<file path="src/rtl/axi4_lite_pkg.sv">
// Shared types and constants for the AXI4-Lite CSR register bank.
package axi4_lite_pkg;

   localparam int unsigned BYTE_WIDTH = 8;
   localparam int unsigned RESP_WIDTH = 2;

   typedef enum logic [RESP_WIDTH-1:0] {
      RESP_OKAY   = 2'b00,
      RESP_SLVERR = 2'b10,
      RESP_DECERR = 2'b11
   } resp_t;

   typedef enum logic {
      W_IDLE,
      W_RESP
   } wr_state_t;

   typedef enum logic {
      R_IDLE,
      R_DATA
   } rd_state_t;

   // Number of byte lanes in a data word.
   function automatic int unsigned lane_count(input int unsigned data_width);
      return data_width / BYTE_WIDTH;
   endfunction

endpackage

</file>
<file path="src/rtl/axi4_lite_reg_array.sv">
// Register storage with per-byte-lane write enables and read-only gating.
module axi4_lite_reg_array
   import axi4_lite_pkg::*;
#(
   parameter int unsigned          DATA_WIDTH  = 32,
   parameter int unsigned          NUM_REGS    = 16,
   parameter logic [NUM_REGS-1:0]  RO_MASK     = '0,
   parameter logic [DATA_WIDTH-1:0] RESET_VALUE = '0
) (
   input  logic                              clk,
   input  logic                              rst_n,
   input  logic                              wr_en,
   input  logic [$clog2(NUM_REGS)-1:0]       wr_idx,
   input  logic [DATA_WIDTH-1:0]             wr_data,
   input  logic [DATA_WIDTH/BYTE_WIDTH-1:0]  wr_strb,
   input  logic [$clog2(NUM_REGS)-1:0]       rd_idx,
   output logic [DATA_WIDTH-1:0]             rd_data_c
);

   localparam int unsigned IDX_W  = $clog2(NUM_REGS);
   localparam int unsigned STRB_W = DATA_WIDTH / BYTE_WIDTH;

   logic [DATA_WIDTH-1:0] regs [NUM_REGS];

   // Read-only registers silently ignore writes; the response is decided upstream.
   always_ff @(posedge clk or negedge rst_n) begin
      if (!rst_n) begin
         for (int i = 0; i < NUM_REGS; i++) begin
            regs[i] <= RESET_VALUE;
         end
      end else if (wr_en) begin
         for (int i = 0; i < NUM_REGS; i++) begin
            for (int b = 0; b < STRB_W; b++) begin
               if ((wr_idx == IDX_W'(i)) && !RO_MASK[i] && wr_strb[b]) begin
                  regs[i][b*BYTE_WIDTH +: BYTE_WIDTH] <= wr_data[b*BYTE_WIDTH +: BYTE_WIDTH];
               end
            end
         end
      end
   end

   assign rd_data_c = regs[rd_idx];

endmodule

</file>
<file path="src/rtl/axi4_lite_slave_regbank.sv">
// AXI4-Lite CSR slave: address decode plus independent write and read channel FSMs.
module axi4_lite_slave_regbank
   import axi4_lite_pkg::*;
#(
   parameter int unsigned           ADDR_WIDTH  = 32,
   parameter int unsigned           DATA_WIDTH  = 32,
   parameter int unsigned           NUM_REGS    = 16,
   parameter logic [NUM_REGS-1:0]   RO_MASK     = '0,
   parameter logic [DATA_WIDTH-1:0] RESET_VALUE = '0
) (
   input  logic                              ACLK,
   input  logic                              ARESETN,
   input  logic [ADDR_WIDTH-1:0]             AWADDR,
   input  logic                              AWVALID,
   output logic                              AWREADY,
   input  logic [DATA_WIDTH-1:0]             WDATA,
   input  logic [DATA_WIDTH/BYTE_WIDTH-1:0]  WSTRB,
   input  logic                              WVALID,
   output logic                              WREADY,
   output logic [RESP_WIDTH-1:0]             BRESP,
   output logic                              BVALID,
   input  logic                              BREADY,
   input  logic [ADDR_WIDTH-1:0]             ARADDR,
   input  logic                              ARVALID,
   output logic                              ARREADY,
   output logic [DATA_WIDTH-1:0]             RDATA,
   output logic [RESP_WIDTH-1:0]             RRESP,
   output logic                              RVALID,
   input  logic                              RREADY
);

   localparam int unsigned STRB_W = DATA_WIDTH / BYTE_WIDTH;
   localparam int unsigned ALSB   = $clog2(STRB_W);
   localparam int unsigned IDX_W  = $clog2(NUM_REGS);

   function automatic logic out_of_range(input logic [ADDR_WIDTH-1:0] a);
      return |(a >> (ALSB + IDX_W));
   endfunction

   wr_state_t               wr_state;
   rd_state_t               rd_state;
   logic                    aw_held, w_held;
   logic [ADDR_WIDTH-1:0]   aw_addr_q;
   logic [DATA_WIDTH-1:0]   w_data_q;
   logic [STRB_W-1:0]       w_strb_q;
   logic                    awready_q, wready_q, bvalid_q;
   resp_t                   bresp_q;
   logic                    arready_q, rvalid_q;
   logic [DATA_WIDTH-1:0]   rdata_q;
   resp_t                   rresp_q;

   logic                    aw_hs_c, w_hs_c, ar_hs_c, commit_c;
   logic [ADDR_WIDTH-1:0]   wr_addr_c;
   logic [DATA_WIDTH-1:0]   wr_data_c;
   logic [STRB_W-1:0]       wr_strb_c;
   logic [IDX_W-1:0]        wr_idx_c, rd_idx_c;
   logic                    wr_decerr_c, rd_decerr_c;
   resp_t                   wr_resp_c, rd_resp_c;
   logic [DATA_WIDTH-1:0]   rd_data_c;
   logic                    unused_addr_lsbs;

   assign aw_hs_c = AWVALID && awready_q;
   assign w_hs_c  = WVALID && wready_q;
   assign ar_hs_c = ARVALID && arready_q;

   // A captured beat takes precedence; otherwise use the beat handshaking this edge.
   assign wr_addr_c = aw_held ? aw_addr_q : AWADDR;
   assign wr_data_c = w_held  ? w_data_q  : WDATA;
   assign wr_strb_c = w_held  ? w_strb_q  : WSTRB;
   assign commit_c  = (wr_state == W_IDLE) && (aw_held || aw_hs_c) && (w_held || w_hs_c);

   assign wr_idx_c    = wr_addr_c[ALSB +: IDX_W];
   assign wr_decerr_c = out_of_range(wr_addr_c);
   assign wr_resp_c   = wr_decerr_c        ? RESP_DECERR :
                        RO_MASK[wr_idx_c]  ? RESP_SLVERR : RESP_OKAY;

   assign rd_idx_c    = ARADDR[ALSB +: IDX_W];
   assign rd_decerr_c = out_of_range(ARADDR);
   assign rd_resp_c   = rd_decerr_c ? RESP_DECERR : RESP_OKAY;

   assign unused_addr_lsbs = ^{wr_addr_c[ALSB-1:0], ARADDR[ALSB-1:0]};

   axi4_lite_reg_array #(
      .DATA_WIDTH  (DATA_WIDTH),
      .NUM_REGS    (NUM_REGS),
      .RO_MASK     (RO_MASK),
      .RESET_VALUE (RESET_VALUE)
   ) u_reg_array (
      .clk       (ACLK),
      .rst_n     (ARESETN),
      .wr_en     (commit_c && !wr_decerr_c),
      .wr_idx    (wr_idx_c),
      .wr_data   (wr_data_c),
      .wr_strb   (wr_strb_c),
      .rd_idx    (rd_idx_c),
      .rd_data_c (rd_data_c)
   );

   // Write channel: collect AW and W in any order, then hold B until accepted.
   always_ff @(posedge ACLK or negedge ARESETN) begin
      if (!ARESETN) begin
         wr_state  <= W_IDLE;
         aw_held   <= 1'b0;
         w_held    <= 1'b0;
         aw_addr_q <= '0;
         w_data_q  <= '0;
         w_strb_q  <= '0;
         awready_q <= 1'b0;
         wready_q  <= 1'b0;
         bvalid_q  <= 1'b0;
         bresp_q   <= RESP_OKAY;
      end else begin
         case (wr_state)
            W_IDLE: begin
               if (commit_c) begin
                  aw_held   <= 1'b0;
                  w_held    <= 1'b0;
                  awready_q <= 1'b0;
                  wready_q  <= 1'b0;
                  bvalid_q  <= 1'b1;
                  bresp_q   <= wr_resp_c;
                  wr_state  <= W_RESP;
               end else begin
                  if (aw_hs_c) begin
                     aw_held   <= 1'b1;
                     aw_addr_q <= AWADDR;
                  end
                  if (w_hs_c) begin
                     w_held   <= 1'b1;
                     w_data_q <= WDATA;
                     w_strb_q <= WSTRB;
                  end
                  awready_q <= !(aw_held || aw_hs_c);
                  wready_q  <= !(w_held || w_hs_c);
               end
            end
            W_RESP: begin
               if (BREADY) begin
                  bvalid_q  <= 1'b0;
                  awready_q <= 1'b1;
                  wready_q  <= 1'b1;
                  wr_state  <= W_IDLE;
               end
            end
            default: wr_state <= W_IDLE;
         endcase
      end
   end

   // Read channel: one-cycle registered response, held until accepted.
   always_ff @(posedge ACLK or negedge ARESETN) begin
      if (!ARESETN) begin
         rd_state  <= R_IDLE;
         arready_q <= 1'b0;
         rvalid_q  <= 1'b0;
         rdata_q   <= '0;
         rresp_q   <= RESP_OKAY;
      end else begin
         case (rd_state)
            R_IDLE: begin
               arready_q <= 1'b1;
               if (ar_hs_c) begin
                  rdata_q   <= rd_decerr_c ? '0 : rd_data_c;
                  rresp_q   <= rd_resp_c;
                  rvalid_q  <= 1'b1;
                  arready_q <= 1'b0;
                  rd_state  <= R_DATA;
               end
            end
            R_DATA: begin
               if (RREADY) begin
                  rvalid_q  <= 1'b0;
                  arready_q <= 1'b1;
                  rd_state  <= R_IDLE;
               end
            end
            default: rd_state <= R_IDLE;
         endcase
      end
   end

   assign AWREADY = awready_q;
   assign WREADY  = wready_q;
   assign BVALID  = bvalid_q;
   assign BRESP   = bresp_q;
   assign ARREADY = arready_q;
   assign RVALID  = rvalid_q;
   assign RDATA   = rdata_q;
   assign RRESP   = rresp_q;

endmodule

</file>
<file path="config.mk">
export PLATFORM = sky130hd
export DESIGN_NAME = axi4_lite_slave_regbank
export DESIGN_NICKNAME = d
export VERILOG_FILES = /design/src/rtl/axi4_lite_pkg.sv /design/src/rtl/axi4_lite_reg_array.sv /design/src/rtl/axi4_lite_slave_regbank.sv
export SDC_FILE = /design/constraint.sdc
export NUM_CORES = 1
export LEC_CHECK = 0
export ABC_CLOCK_PERIOD_IN_PS = 2400
export BUFFER_PORTS_ARGS = -buffer_cell sky130_fd_sc_hd__clkbuf_2
export CAP_MARGIN = 20
export CORE_UTILIZATION = 45
export DETAILED_ROUTE_END_ITERATION = 8
export PLACE_DENSITY = 0.62
export SKIP_LAST_GASP = 1
export SYNTH_ARGS = -nofsm -noshare
export SYNTH_HDL_FRONTEND = slang
export SYNTH_SLANG_ARGS = --single-unit
</file>
<file path="constraint.sdc">
create_clock -name ACLK -period 2.4 [get_ports ACLK]
set_input_delay 0.24 -clock ACLK [delete_from_list [all_inputs] [get_ports ACLK]]
set_output_delay 0.24 -clock ACLK [all_outputs]
set_load 0.01 [all_outputs]
</file>
==> flow_summary.toml <==
[timing]
rsz0062_at_grt = "yes"
fin_setup_tns_ns = -0.769
fin_ws_ns = -0.0423
finClkSkew_ns = 0.0197
fmax_mhz = 409
hold_violations = 0
worstMarginPinSlew_ns = 0.668
slew_violations = 0
post-route-period-util_pct = 102
fin_crit_ns = 2.44
max_slew_margin_pct = 55.5
setup_viol = 62

[logic_synthesis]
seq_area_frac_synth_pct = 56.0
synth_largest_area_cell = "dfrtp_1"
async_flop_share_pct = 100
yosys-top-cells-area = "dfrtp_1 56%, mux2_2 24%, mux4_2 10%"
syn_avg_cell_area_sq_um = 15.7
synth_xor_area_share_pct = 0
ys_types = 44
synthTopCellsByCount = "621 x dfrtp_1, 598 x mux2_2, 128 x mux4_2"
ys_ff_latch = 621
synth_top_family_by_area = "multiplexers"
synthAdderAreaFrac_pct = 0
synth_compound_area_share_pct = 4.34
syn_area_sq_um = 27800
yosys-mux-area-fraction_pct = 35.2
syn_inst = 1773
synth_most_common_cell = "dfrtp_1"
ys_warn_count = 0
yosys.area_share.simple_pct = 2.92
syn_nets = 1880
ys.flop_type = "dfrtp_1"
synth_top_area_share_pct = 56.0
synth_edf_count = 0

[floorplanning]
die_w_um = 250
die_area_sq_um = 62700
ios = 148
core_sq_um = 60700
die_y_um = 250
rows = 90
start_util_pct = 45.7

[clock_network]
path_clk_slew_ns = 0.06
root_buffer = "clkbuf_16"
cts_inserted_buffers = 69
clock_path_buffers = 3
clock_latency_ns = 0.60
cts_tree = "built"
clock-sinks = 621
htree_levels = 3

[critical_path]
critPathKind = "in -> reg"
r2r-end = "u_reg_array.regs[228]"
r2r_slack_ns = -0.04
critical_path_arrival_ns = 2.92
path_cells = "dlygate4sd3_1, clkbuf_2, nor4_1, nand4_2, buf_12, buf_4, a2111oi_4, buf_4, nand2_4, mux2_1"
startpoint = "AWADDR[11]"
max_stage_delay_ns = 0.54
startpoint_type = "primary input"
worstPathRequired_ns = 2.88
crit_end = "u_reg_array.regs[279]"
path_common_cell = "buf_4"
worstRegToRegCells = 9
cp-end-kind = "flop"
crit_fanout = 16
slowest_stage = "dlygate4sd3_1"
r2r-start = "aw_held"

[run]
cap_violations = 0

[outcome]
violations = "negative setup slack"
status = "finished with violations"

[routing]
wl_per_cell_um = 22.3
vias_per_cell = 5.70
first_iter_violations = 840
drc = 0
drtPass1Iterations = 5
vias = 16701
routed_wl_mm = 65.3
ant_nets = 0

[global_routing]
antenna_found_initial = 0
grt_max_degree = 75
grt_usage_pct = 21.6
grt_pass1_vias = 18134
grt_pass1_wl_mm = 105
gr-total-overflow = 0

[pwr]
powerDensity_nw_per_um2 = 757
p_seq_share_pct = 44.7
leakage_nw = 16.7
total_power_mw = 25.9
power_switching_share_pct = 27.0
p_int_mw = 18.9
power_switching_mw = 6.99
irDropWorstVdd_mv = 0.569
p_comb_share_pct = 15.7
pwr-share-clk_pct = 39.6

[place]
io_buffer_count = 143
place.gp.congestion = 0.800
dpl.hpwl_mm = 43.3

[finish]
drive_gt1_share_pct = 55.2
nFillCells = 4757
antenna_cells = 0
nets = 2210
area_growth_pct = 23.1

[hold_path]
min_path_type = "in -> reg"
-- routing by layer --
metal / vias up / routed length, um / track usage (%)
met4: 0 / 1400 / 6.22
met5: - / 0 / 0
met3: 94 / 2330 / 3.53
li1: 7400 / - / -
met2: 310 / 32000 / 35.4
met1: 8897 / 29500 / 29.7
-- worst min-delay path by stage --
stage / cells after the start / slack (ns) / from / to
floorplan: 0 / -0.06 / ARESETN / ARREADY
global placement: 1 / 0.27 / ARESETN / u_reg_array.regs[97]
detailed placement: 1 / 0.29 / ARESETN / u_reg_array.regs[97]
CTS: 4 / 0.02 / AWVALID / aw_held
global route: 4 / 0.06 / AWVALID / aw_held
finish: 4 / 0.06 / AWVALID / aw_held
-- timing repair --
item / CTS / global route
hold endpoints to repair: 114 / 0
endpoints found under the setup margin: 429 / 501
pin swaps: 7 / 8
setup buffers: 5 / 3
resized for setup: 19 / 23
hold buffers: 70 / 0
-- cell type report --
type / instances / area (sq um) / share of cell area [%]
multi-input combinational: 1042 / 12100 / 35.3
tap: 782 / 978 / 2.86
sequential: 621 / 15500 / 45.5
inverter: 6 / 22.5 / 0.0659
timing repair buffer: 363 / 3370 / 9.86
clock buffer: 106 / 2120 / 6.21
clock inverter: 11 / 80.1 / 0.234
-- critical path, delay by kind of cell --
kind	cells	cell delay, ns
compound gates	1	0.39
mux	1	0.33
buf+inv	5	1.26
simple gates	3	0.68
-- cells by family (layout without fill, tap and decap cells) --
logic type	count (synthesis)	in the layout
DFF	621	621
and+or+nand+nor	167	167
buffers and inverters	110	486
AOI/OAI and AO/OA	135	135
muxes	740	740
-- power by group through the flow --
stage                     Sequential, mW  Combinational [mW]  Clock [mW]
final                               11.6                4.07        10.3
after global routing                11.6                4.45        11.0
after CTS                           11.5                4.05        10.6
after detailed placement            11.7                3.86           0
after global placement              11.6                3.71           0
after floorplan                     11.6                2.44           0
-- registers in the layout (all words and copies together) (netlist names) --
| register | flops |
|---|---|
| wr_state | 1 |
| w_held | 1 |
| BRESP | 1 |
| rd_state | 1 |
| RRESP | 1 |
| w_strb_q | 4 |
| WREADY | 1 |
| BVALID | 1 |
| aw_addr_q | 30 |
| RDATA | 32 |
| ARREADY | 1 |
| AWREADY | 1 |
| aw_held | 1 |
| w_data_q | 32 |
| RVALID | 1 |
| u_reg_array.regs | 512 |
-- metrics by stage --
stage	setup slack [ns]	utilization (%)	hold slack (ns)	instance area (sq um)	cells
after floorplan	-0.0162	-	-0.0556	27800	1773
after global placement	-0.187	51.0	0.274	31000	2736
after detailed placement	-0.214	51.0	0.285	31000	2736
after CTS	-0.0270	56.1	0.0210	34000	2928
after global routing	-0.114	56.3	0.0630	34200	2931
final	-0.0423	56.3	0.0638	34200	2931
-- layout by cell type (no fill, tap or decap), types with 6 or more instances in the layout --
| cell | instances |
|---|---|
| a22oi_1 | 64 |
| buf_4 | 83 |
| clkbuf_2 | 140 |
| nand2_2 | 10 |
| nor4_1 | 9 |
| dlygate4sd3_1 | 70 |
| mux4_2 | 128 |
| inv_1 | 6 |
| mux2_2 | 598 |
| dfrtp_1 | 619 |
| clkbuf_1 | 16 |
| clkinv_2 | 10 |
| a2111oi_4 | 8 |
| nand2_4 | 8 |
| a22o_1 | 32 |
| nor2_1 | 13 |
| a2111oi_2 | 7 |
| clkbuf_8 | 18 |
| clkbuf_16 | 73 |
| nand2_1 | 94 |
| mux2_1 | 6 |
| buf_12 | 63 |
No activity file was read; power rests on OpenSTA's default activity.
